$ cat src/rtl/quant_code_gen.sv
// quant_code_gen: float32 scaled error to linear-quantization code with range check and run counters
module quant_code_gen #(
    parameter int QUANT_BITS = 16
) (
    input  logic                  clk,
    input  logic                  rst,
    input  logic                  in_valid,
    output logic                  in_ready,
    input  logic [31:0]           in_data,
    input  logic                  in_last,
    output logic                  out_valid,
    input  logic                  out_ready,
    output logic [QUANT_BITS-1:0] out_code,
    output logic                  out_unpred,
    output logic                  out_last,
    output logic [31:0]           pt_count,
    output logic [31:0]           unpred_count
);
    localparam int QB = QUANT_BITS;
    localparam logic [QB-1:0] R = {1'b1, {(QB-1){1'b0}}};

    logic          en, hs, clr;
    logic          v1, sign1, unpred1, last1;
    logic [4:0]    sh1;
    logic [23:0]   sig1;
    logic          v2, sign2, unpred2, last2;
    logic [QB:0]   m2;
    logic [7:0]    exp_in;
    logic          ovf;
    logic [QB-1:0] code;

    assign en       = !out_valid | out_ready;
    assign in_ready = en;
    assign hs       = out_valid & out_ready;
    assign exp_in   = in_data[30:23];

    // Range check and bias: magnitudes at or beyond R cannot be coded and map to 0
    always_comb begin
        ovf  = unpred2 | m2[QB] | m2[QB-1];
        code = ovf ? '0 : sign2 ? R - m2[QB-1:0] : R + m2[QB-1:0];
    end

    // Three pipeline stages advancing together on en; shift amount is 22-e so the
    // significand lands with one fraction bit left for the half-away rounding add
    always_ff @(posedge clk) begin
        if (rst) begin
            v1         <= 1'b0;
            v2         <= 1'b0;
            out_valid  <= 1'b0;
            out_code   <= '0;
            out_unpred <= 1'b0;
            out_last   <= 1'b0;
        end else if (en) begin
            v1         <= in_valid;
            sign1      <= in_data[31];
            unpred1    <= {1'b0, exp_in} >= 9'(126 + QB);
            sig1       <= exp_in <= 8'd125 ? 24'd0 : {1'b1, in_data[22:0]};
            sh1        <= 5'(8'd149 - exp_in);
            last1      <= in_last;
            v2         <= v1;
            sign2      <= sign1;
            unpred2    <= unpred1;
            m2         <= (QB+1)'(({1'b0, sig1 >> sh1} + 25'd1) >> 1);
            last2      <= last1;
            out_valid  <= v2;
            out_code   <= code;
            out_unpred <= ovf;
            out_last   <= last2;
        end
    end

    // Per-block counters: after a last-sample handshake the totals stay visible one
    // cycle, then restart from zero, counting any sample handed over in that cycle
    always_ff @(posedge clk) begin
        if (rst) begin
            pt_count     <= '0;
            unpred_count <= '0;
            clr          <= 1'b0;
        end else begin
            clr <= hs & out_last;
            if (clr) begin
                pt_count     <= {31'd0, hs};
                unpred_count <= {31'd0, hs & out_unpred};
            end else if (hs) begin
                pt_count     <= pt_count + 32'd1;
                unpred_count <= unpred_count + {31'd0, out_unpred & ~&unpred_count};
            end
        end
    end
endmodule

$ cat config.mk
export PLATFORM = sky130hd
export DESIGN_NAME = quant_code_gen
export DESIGN_NICKNAME = d
export VERILOG_FILES = /design/src/rtl/quant_code_gen.sv
export SDC_FILE = /design/constraint.sdc
export NUM_CORES = 1
export LEC_CHECK = 0
export BUFFER_PORTS_ARGS = -buffer_cell sky130_fd_sc_hd__buf_4
export CORE_ASPECT_RATIO = 0.5
export CORE_UTILIZATION = 38
export CTS_BUF_LIST = sky130_fd_sc_hd__clkbuf_8
export DETAILED_ROUTE_END_ITERATION = 10
export GPL_ROUTABILITY_DRIVEN = 0
export GPL_TIMING_DRIVEN = 0
export MAX_ROUTING_LAYER = met4
export PLACE_DENSITY = 0.58
export SLEW_MARGIN = 20
export SYNTH_ARGS = -nofsm -noshare
export SYNTH_HDL_FRONTEND = slang
export SYNTH_SLANG_ARGS = --single-unit
export TNS_END_PERCENT = 100
$ cat constraint.sdc
create_clock -name clk -period 4.45 [get_ports clk]
set_input_delay 0.2225 -clock clk [delete_from_list [all_inputs] [get_ports clk]]
set_output_delay 0.2225 -clock clk [all_outputs]
set_load 0.005 [all_outputs]
==> results of run 1 <==
## worst reg2reg max path: stages, from the launching register on
cell,delay (ns)
edfxtp_1,0.38
buf_6,0.17
buf_12,0.16
nand2b_1,0.17
mux4_2,0.54
o2bb2ai_1,0.28
or2_2,0.17
ha_1,0.17
inv_1,0.07
nor4_1,0.77
nand3_1,0.18
xnor2_1,0.17
## path summary, 6_finish.rpt
| kind | startpoint | to | slack (ns) |
|---|---|---|---|
| worst min-delay path | in_valid | v1$_SDFFE_PP0N_ | 0.04 |
| worst min register to register | unpred1$_DFFE_PP_ | unpred2$_DFFE_PP_ | 0.43 |
| worst max-delay path | sh1[0]$_DFFE_PP_ | m2[9]$_DFFE_PP_ | 0.96 |
| worst max register to register | sh1[0]$_DFFE_PP_ | m2[9]$_DFFE_PP_ | 0.96 |
## area by class of cell
type | instances | area, sq um
tap | 259 | 324
sequential | 138 | 3280
inverter | 13 | 48.8
buffer | 31 | 169
timing repair buffer | 124 | 971
clock buffer | 18 | 248
multi-input combinational | 522 | 3750
fill | 1810 | 9610
clock inverter | 12 | 121
## power groups by stage
stage / Sequential, mW / Clock [mW] / Combinational, mW
3_3_place_gp: 1.44 / 0 / 0.363
2_1_floorplan: 1.43 / 0 / 0.263
4_1_cts: 1.41 / 1.04 / 0.379
3_5_place_dp: 1.44 / 0 / 0.375
6_report: 1.41 / 1.01 / 0.376
5_1_grt: 1.42 / 1.10 / 0.415
## logic make-up (layout without fill, tap and decap cells)
family / after synthesis / after routing / synth area share [%]
and+or+nand+nor: 312 / 312 / 21.5
DFF: 138 / 138 / 45.4
xor gates and xnor gates: 89 / 89 / 10.8
AOI/OAI and AO/OA: 73 / 73 / 7.09
buffers and inverters: 44 / 198 / 3.01
muxes: 42 / 42 / 11.2
adders and majority gates: 6 / 6 / 1.04
## Yosys cell counts, types with 9 or more instances
master      n  area share, %
xor2_1     43            5.2
xnor2_1    46            5.6
nand4_1    21            1.8
nor2_1    110            5.7
nand2_1    61            3.2
nand3_1    22            1.5
inv_1      11           0.57
a22oi_1    19            2.0
edfxtp_1   52             22
and3_1     11           0.95
mux4_1     17            6.2
clkbuf_1   22            1.1
nor2b_1    34            2.9
o21ai_0    10           0.69
a21oi_1    15            1.0
dfxtp_1    86             24
mux2i_1     9            1.2
## stage by stage
stage / power [mW] / TNS [ns] / setup slack (ns)
2_1_floorplan: 1.69 / 0 / 1.07
3_3_place_gp: 1.80 / -3.33 / -0.0715
3_5_place_dp: 1.81 / 0 / 1.05
4_1_cts: 2.83 / 0 / 0.989
5_1_grt: 2.93 / 0 / 0.801
6_report: 2.80 / 0 / 0.959
## per-layer routing
| metal | up-vias | global-route usage, % |
|---|---|---|
| met5 | - | - |
| met4 | 0 | 5.96 |
| met3 | 24 | 3.59 |
| li1 | 2806 | - |
| met2 | 103 | 29.5 |
| met1 | 2626 | 22.4 |
## sequential cells by signal (all words and copies together), names as in the netlist, 5 cells and up
| name | cells |
|---|---|
| m2 | 17 |
| sig1 | 24 |
| unpred_count | 32 |
| pt_count | 32 |
| sh1 | 5 |
| out_code | 16 |
==> qor.txt, run 1 <==
core area: 0.0185 sq mm
Syn Area/Cell: 10.3 sq um
switching share of total power: 26.4%
die area: 0.0196 sq mm
number of antenna violations at the first check in global routing: 0
Overflow after GRT: 0
Die Ht: 99.6 um
hold buffer count at cts: 3
clock share of power: 36.2%
placed inst area: 0.00851 sq mm
Clk Latency, worst-skew pair: 0.44 ns
Crit path required time: 4.63 ns
clk root buf: clkbuf_8
# Max-Cap Violations: 0
Slew @ Worst Pin: 0.889 ns
CTS tree: yes
Critical path buffers and inverters: 3
ANT cells: 0
RSZ-0062 raised after global routing: false
final instance area: 0.00891 sq mm
H-tree levels: 4
met3 wire len: 591 um
Cell variety after synth: 64
area delta synth->final: 23.2%
most common cell after layout, fill and taps aside: buf_4
CP Depth: 11
PostCTS Resize Cnt: 0
Slew HR: 40.2%
Metal-1 WL: 7540 um
global-route wire length before repair: 27100 um
peak per-stage delay on the critical path: 0.77 ns
Peak Freq: 286 MHz
cells after synthesis: 704
Post-CTS Setup Bufs: 0
critical path cell sequence: buf_6 -> buf_12 -> nand2b_1 -> mux4_2 -> o2bb2ai_1 -> or2_2 -> ha_1 -> inv_1 -> nor4_1 -> nand3_1 -> xnor2_1
Synth Register Bits: 138
Leak Pwr: 3.42 nW
Internal Pwr Total: 2.06 mW
pwr/cell area: 314 mW/mm^2
crit end category: flip-flop
status: completed
final worst path period need: 3.49 ns
Post-Syn Area: 0.00723 sq mm
Final Max Slew Viols: 0
CTS Sinks: 138
die width: 197 um
maximum vdd drop: 0.179 mV
drt drc: 0
worst hold path class: in -> reg
1st-iter DRT viols: 233
vias in the first global route: 5416
P_sw: 739 uW
Final Core Density: 48.1%
Met2 Wirelength: 8000 um
Crit path max-delay family: simple AND/OR/NAND/NOR gates
asr flop ratio synth: 0%
Hold Path Cell Cnt: 3
critical path peak fanout: 10
WP data arrival: 3.67 ns
Critical Path Source Type: flip-flop
all-layer global routing usage: 18.0%
period utilization: 78.4%
crit path max-delay cell type: nor4_1
row count: 35
WS Path Type: reg -> reg
combinational power share: 13.4%
Fin. Hold Viols: 0
Num CTS Buffers: 17
largest net degree at the start of global routing: 27
vias: 5559
syn nets: 747
Port Buffers: 119
dpl hpwl: 12400 um
Sequential Power Share: 50.4%
worst hold margin: 0.0404 ns
placed cells: 1084
Primary FF master, synth: dfxtp_1
Post-Layout Cell Count: 1117
Avg WL per Cell: 14.7 um
DR vias/cell: 4.98
yosys warns: 0
layout cell share with drive strength beyond 1: 22.0%
uppermost layer routed: met4
drt pass-1 iters: 4
Ports: 121
CTS clk-pin slew, worst paths: 0.08 ns
Final Setup Violations: 0
skew final: 0.0154 ns
Initial Util: 39.0%
total wire length: 16400 um
Max Buffers Root-to-Sink: 2
most frequent cells in the layout: 122 x buf_4, 109 x nor2_1, 86 x dfxtp_1, 61 x nand2_1, 52 x edfxtp_1
Final nets: 890
sequential share of the synthesized area: 45.4%
Routed Antenna Nets: 0
reg2reg path depth: 11
EDFF count, synth: 52
No activity file was read; power rests on OpenSTA's default activity.
==> run 2, diff against run 1 <==
PLACE_DENSITY = 0.6   (was 0.58)
clock period = 3.2 ns   (was 4.45 ns; I/O delays follow)
==> run 2 against run 1 <==
Combinational power grew 48%; non-clock buffer count grew 20; total power grew 41%; via count grew 2.2%; critical endpoint is now m2[7]$_DFFE_PP_; cell count grew 2.0%; first-iteration DRC count grew 6.9%; largest power group unchanged; clock power grew 42%; sequential share of layout area shrank 1.1 points; routed wire length grew 2.0%; count of clock-buffer cells in the layout shrank 1; sequential power grew 39%; clock skew shrank 0.0028 ns.
==> qor.txt, run 2 (synthesized netlist as in run 1, its figures left out) <==
global-route wire length before repair: 27600 um
status: completed
most common cell after layout, fill and taps aside: buf_4
drt drc: 0
maximum vdd drop: 0.238 mV
Final Core Density: 49.6%
WP data arrival: 3.34 ns
Critical path buffers and inverters: 3
critical path cell sequence: buf_8 -> buf_12 -> mux2i_2 -> mux4_2 -> o2bb2ai_4 -> or2_2 -> ha_2 -> inv_1 -> or3_4 -> or3_1 -> xor2_1
worst hold path class: in -> reg
placed inst area: 0.00848 sq mm
Num CTS Buffers: 17
flop2flop setup slack: 0.04 ns
core area: 0.0185 sq mm
period utilization: 98.8%
all-layer global routing usage: 18.2%
critical path peak fanout: 10
ANT cells: 0
Slew @ Worst Pin: 0.739 ns
placed cells: 1083
Leak Pwr: 3.52 nW
die width: 197 um
RSZ-0062 raised after global routing: true
clk root buf: clkbuf_8
Fin. Hold Viols: 0
switching share of total power: 27.3%
combinational power share: 14.1%
worst hold endpoint: sig1[3]$_SDFFCE_PN0P_
Hold Path Origin: in_data[3]
Port Buffers: 119
Worst R2R End: m2[7]$_DFFE_PP_
pwr/cell area: 429 mW/mm^2
Final nets: 910
largest net degree at the start of global routing: 30
clock share of power: 36.3%
CTS tree: yes
Ports: 121
Initial Util: 39.0%
Die Ht: 99.6 um
1st-iter DRT viols: 249
area delta synth->final: 27.1%
peak per-stage delay on the critical path: 0.54 ns
die area: 0.0196 sq mm
vias in the first global route: 5600
skew final: 0.0125 ns
worst hold margin: 0.0282 ns
total power: 3.94 mW
Routed Antenna Nets: 0
Crit path required time: 3.38 ns
DR vias/cell: 4.99
Hold Path Cell Cnt: 2
filler instances: 1723
Crit path max-delay family: simple AND/OR/NAND/NOR gates
crit path max-delay cell type: mux4_2
vias: 5683
total wire length: 16700 um
Critical Path Source Type: flip-flop
FF-to-FF Start: sh1[0]$_DFFE_PP_
setup ws final: 0.0383 ns
row count: 35
Final Setup Violations: 0
layout cell share with drive strength beyond 1: 23.9%
Post-Layout Cell Count: 1139
Final Max Slew Viols: 0
WS Path Type: reg -> reg
CTS Sinks: 138
Internal Pwr Total: 2.87 mW
dpl hpwl: 12300 um
reg2reg path depth: 11
drt pass-1 iters: 4
Setup TNS: 0 ns
pre-CTS worst setup slack: -0.197 ns
Largest regs: pt_count x32, unpred_count x32, sig1 x24
crit end category: flip-flop
most frequent cells in the layout: 128 x buf_4, 107 x nor2_1, 83 x dfxtp_1, 61 x nand2_1, 52 x edfxtp_1
Max Buffers Root-to-Sink: 2
# Max-Cap Violations: 0
P_sw: 1.08 mW
H-tree levels: 4
Overflow after GRT: 0
number of antenna violations at the first check in global routing: 0
Clk Latency, worst-skew pair: 0.44 ns
Slew HR: 50.3%
Avg WL per Cell: 14.7 um
Peak Freq: 316 MHz
final instance area: 0.00919 sq mm
Sequential Power Share: 49.7%
CTS clk-pin slew, worst paths: 0.08 ns
final worst path period need: 3.16 ns
## run 2: changes by cell type in the layout (fill, tap and decap cells not counted), sizes merged
cell | previous run | this run
dlygate4sd3 | 3 | 18
inv | 19 | 16
clkinv | 4 | 9
buf | 130 | 136
clkinvlp | 0 | 1
clkbuf | 40 | 38
## run 2: layer usage
layer | global-route usage (%) | wire (um)
met1 | 21.6 | 7660
met2 | 31.2 | 8350
met3 | 3.87 | 575
met4 | 5.61 | 128
met5 | - | 0
## run 2: layout make-up
cell class	instances	area [sq um]	share of cell area [%]
Timing Repair Buffer	145	1150	12.5
Clock inverter	15	151	1.65
Buffer	30	170	1.85
Multi-Input combinational cell	522	3830	41.6
Sequential cell	138	3290	35.8
Tap cell	259	324	3.52
Inverter	13	48.8	0.531
Clock buffer	17	234	2.54
## run 2: repair_timing
item,CTS,global route
hold buffers,18,0
pin swaps,0,4
endpoints found under the hold margin,18,0
setup endpoints to repair,5,16
gates resized for setup,3,19
buffers inserted,1,6
## run 2: power by group through the flow
stage	registers, mW	logic, mW	clock network, mW
final	1.96	0.555	1.43
after global routing	1.97	0.610	1.56
after CTS	1.96	0.542	1.47
after detailed placement	2.00	0.513	0
after global placement	2.00	0.504	0
after floorplan	1.98	0.366	0
## run 2: worst max path at each step
stage	from	to	slack [ns]	cells past startpoint
final	sh1[0]$_DFFE_PP_	m2[7]$_DFFE_PP_	0.04	11
after detailed placement	sh1[0]$_DFFE_PP_	m2[13]$_DFFE_PP_	-0.20	11
after CTS	unpred_count[6]$_SDFFE_PP0P_	unpred_count[30]$_SDFFE_PP0P_	0.02	14
after global placement	sh1[0]$_DFFE_PP_	m2[11]$_DFFE_PP_	-0.18	11
after global routing	sh1[0]$_DFFE_PP_	m2[7]$_DFFE_PP_	-0.04	11
after floorplan	sh1[0]$_DFFE_PP_	m2[7]$_DFFE_PP_	0.19	11
==> run 3, diff against run 2 <==
CORE_MARGIN = 4   (was not set)
SLEW_MARGIN = not set   (was 20)
==> run 3 against run 2 <==
Die area is 9.3% higher; utilization about the same; total power grew 5.3%; routed wire length decreased by 0.51%; sequential share of layout area barely moved; critical path type unchanged; via count down 1.1%.
==> qor.txt, run 3 (synthesized netlist as in run 1, its figures left out) <==
status: completed
vias in the first global route: 5485
CTS tree: yes
area delta synth->final: 27.2%
maximum vdd drop: 0.243 mV
pwr/cell area: 451 mW/mm^2
Clk Latency, worst-skew pair: 0.45 ns
crit end category: flip-flop
largest net degree at the start of global routing: 37
Routed Antenna Nets: 0
critical path cell sequence: buf_8 -> buf_12 -> mux2i_1 -> mux4_2 -> buf_6 -> or4_4 -> a21oi_4 -> nor3b_4 -> nand3_1 -> xor2_1
RSZ-0062 raised after global routing: false
WP data arrival: 3.27 ns
Post-Layout Cell Count: 1132
drt pass-1 iters: 7
Overflow after GRT: 0
Fin. Hold Viols: 0
global-route wire length before repair: 27100 um
Final Max Slew Viols: 0
Peak Freq: 323 MHz
die width: 203 um
Port Buffers: 119
row count: 35
Slew @ Worst Pin: 1.22 ns
most frequent cells in the layout: 124 x buf_4, 107 x nor2_1, 83 x dfxtp_1, 61 x nand2_1, 52 x edfxtp_1
Initial Util: 39.0%
total wire length: 16600 um
register area: 0.00329 sq mm
multi-input logic area: 0.00380 sq mm
Die Ht: 106 um
filler instances: 1699
Avg WL per Cell: 14.7 um
skew final: 0.0220 ns
CTS clk-pin slew, worst paths: 0.08 ns
critical path peak fanout: 10
total power: 4.15 mW
Largest regs: pt_count x32, unpred_count x32, sig1 x24
Crit path required time: 3.38 ns
drt drc: 0
all-layer global routing usage: 15.9%
placed cells: 1083
layout cell share with drive strength beyond 1: 23.5%
Final nets: 903
Critical Path Source Type: flip-flop
dpl hpwl: 12600 um
worst hold path class: in -> reg
Leak Pwr: 3.52 nW
Crit path max-delay family: simple AND/OR/NAND/NOR gates
Final Core Density: 49.7%
Final Setup Violations: 0
Max Buffers Root-to-Sink: 2
peak per-stage delay on the critical path: 0.54 ns
vias: 5623
Slew HR: 18.1%
worst hold margin: 0.0232 ns
die area: 0.0214 sq mm
Num CTS Buffers: 17
H-tree levels: 4
number of antenna violations at the first check in global routing: 0
clk root buf: clkbuf_8
# Max-Cap Violations: 0
most common cell after layout, fill and taps aside: buf_4
WS Path Type: reg -> reg
period utilization: 96.7%
final worst path period need: 3.09 ns
placed inst area: 0.00848 sq mm
CTS Sinks: 138
Ports: 121
crit path max-delay cell type: mux4_2
core area: 0.0185 sq mm
final instance area: 0.00920 sq mm
Critical path buffers and inverters: 3
DR vias/cell: 4.97
ANT cells: 0
1st-iter DRT viols: 197
==> run 3: what timing repair did <==
item | in CTS | in global routing
gates resized for setup | 3 | 15
cloned | 0 | 0
endpoints found under the setup margin | 7 | 15
hold buffers | 14 | 0
endpoints found under the hold margin | 14 | 0
buffers inserted | 1 | 4
pin swaps | 0 | 2
==> run 3: final timing paths <==
check,start,end,slack [ns],cells past startpoint
setup / recovery,sh1[0]$_DFFE_PP_,m2[13]$_DFFE_PP_,0.11,10
hold / removal,in_data[2],sig1[2]$_SDFFCE_PN0P_,0.02,2
setup reg to reg,sh1[0]$_DFFE_PP_,m2[13]$_DFFE_PP_,0.11,10
hold reg to reg,last1$_DFFE_PP_,last2$_DFFE_PP_,0.41,0
==> run 3: report_power, final <==
part,internal (mW),switching [mW]
combinational,0.271,0.274
clock,0.934,0.717
sequential,1.90,0.0560
total,3.11,1.05
==> run 3: area by class of cell <==
class / count / area share [%]
Buffer: 29 / 1.84
Timing Repair Buffer: 139 / 12.0
Tap cell: 259 / 3.52
Inverter: 13 / 0.530
Multi-Input combinational cell: 522 / 41.3
Clock buffer: 17 / 2.54
Clock inverter: 15 / 2.43
Sequential cell: 138 / 35.8
==> run 3: metrics by stage <==
| stage | setup TNS [ns] | worst slack (ns) |
|---|---|---|
| floorplan | 0 | 0.192 |
| global placement | -0.797 | -0.142 |
| detailed placement | -0.608 | -0.146 |
| CTS | 0 | 0.0267 |
| global route | 0 | 0.00221 |
| finish | 0 | 0.107 |
==> run 3: routing by layer <==
metal	GRT usage (%)	vias up	wire length (um)
met2	27.1	93	8270
met1	18.8	2669	7480
met3	3.35	26	584
li1	-	2835	-
met4	5.58	0	281
met5	-	-	0
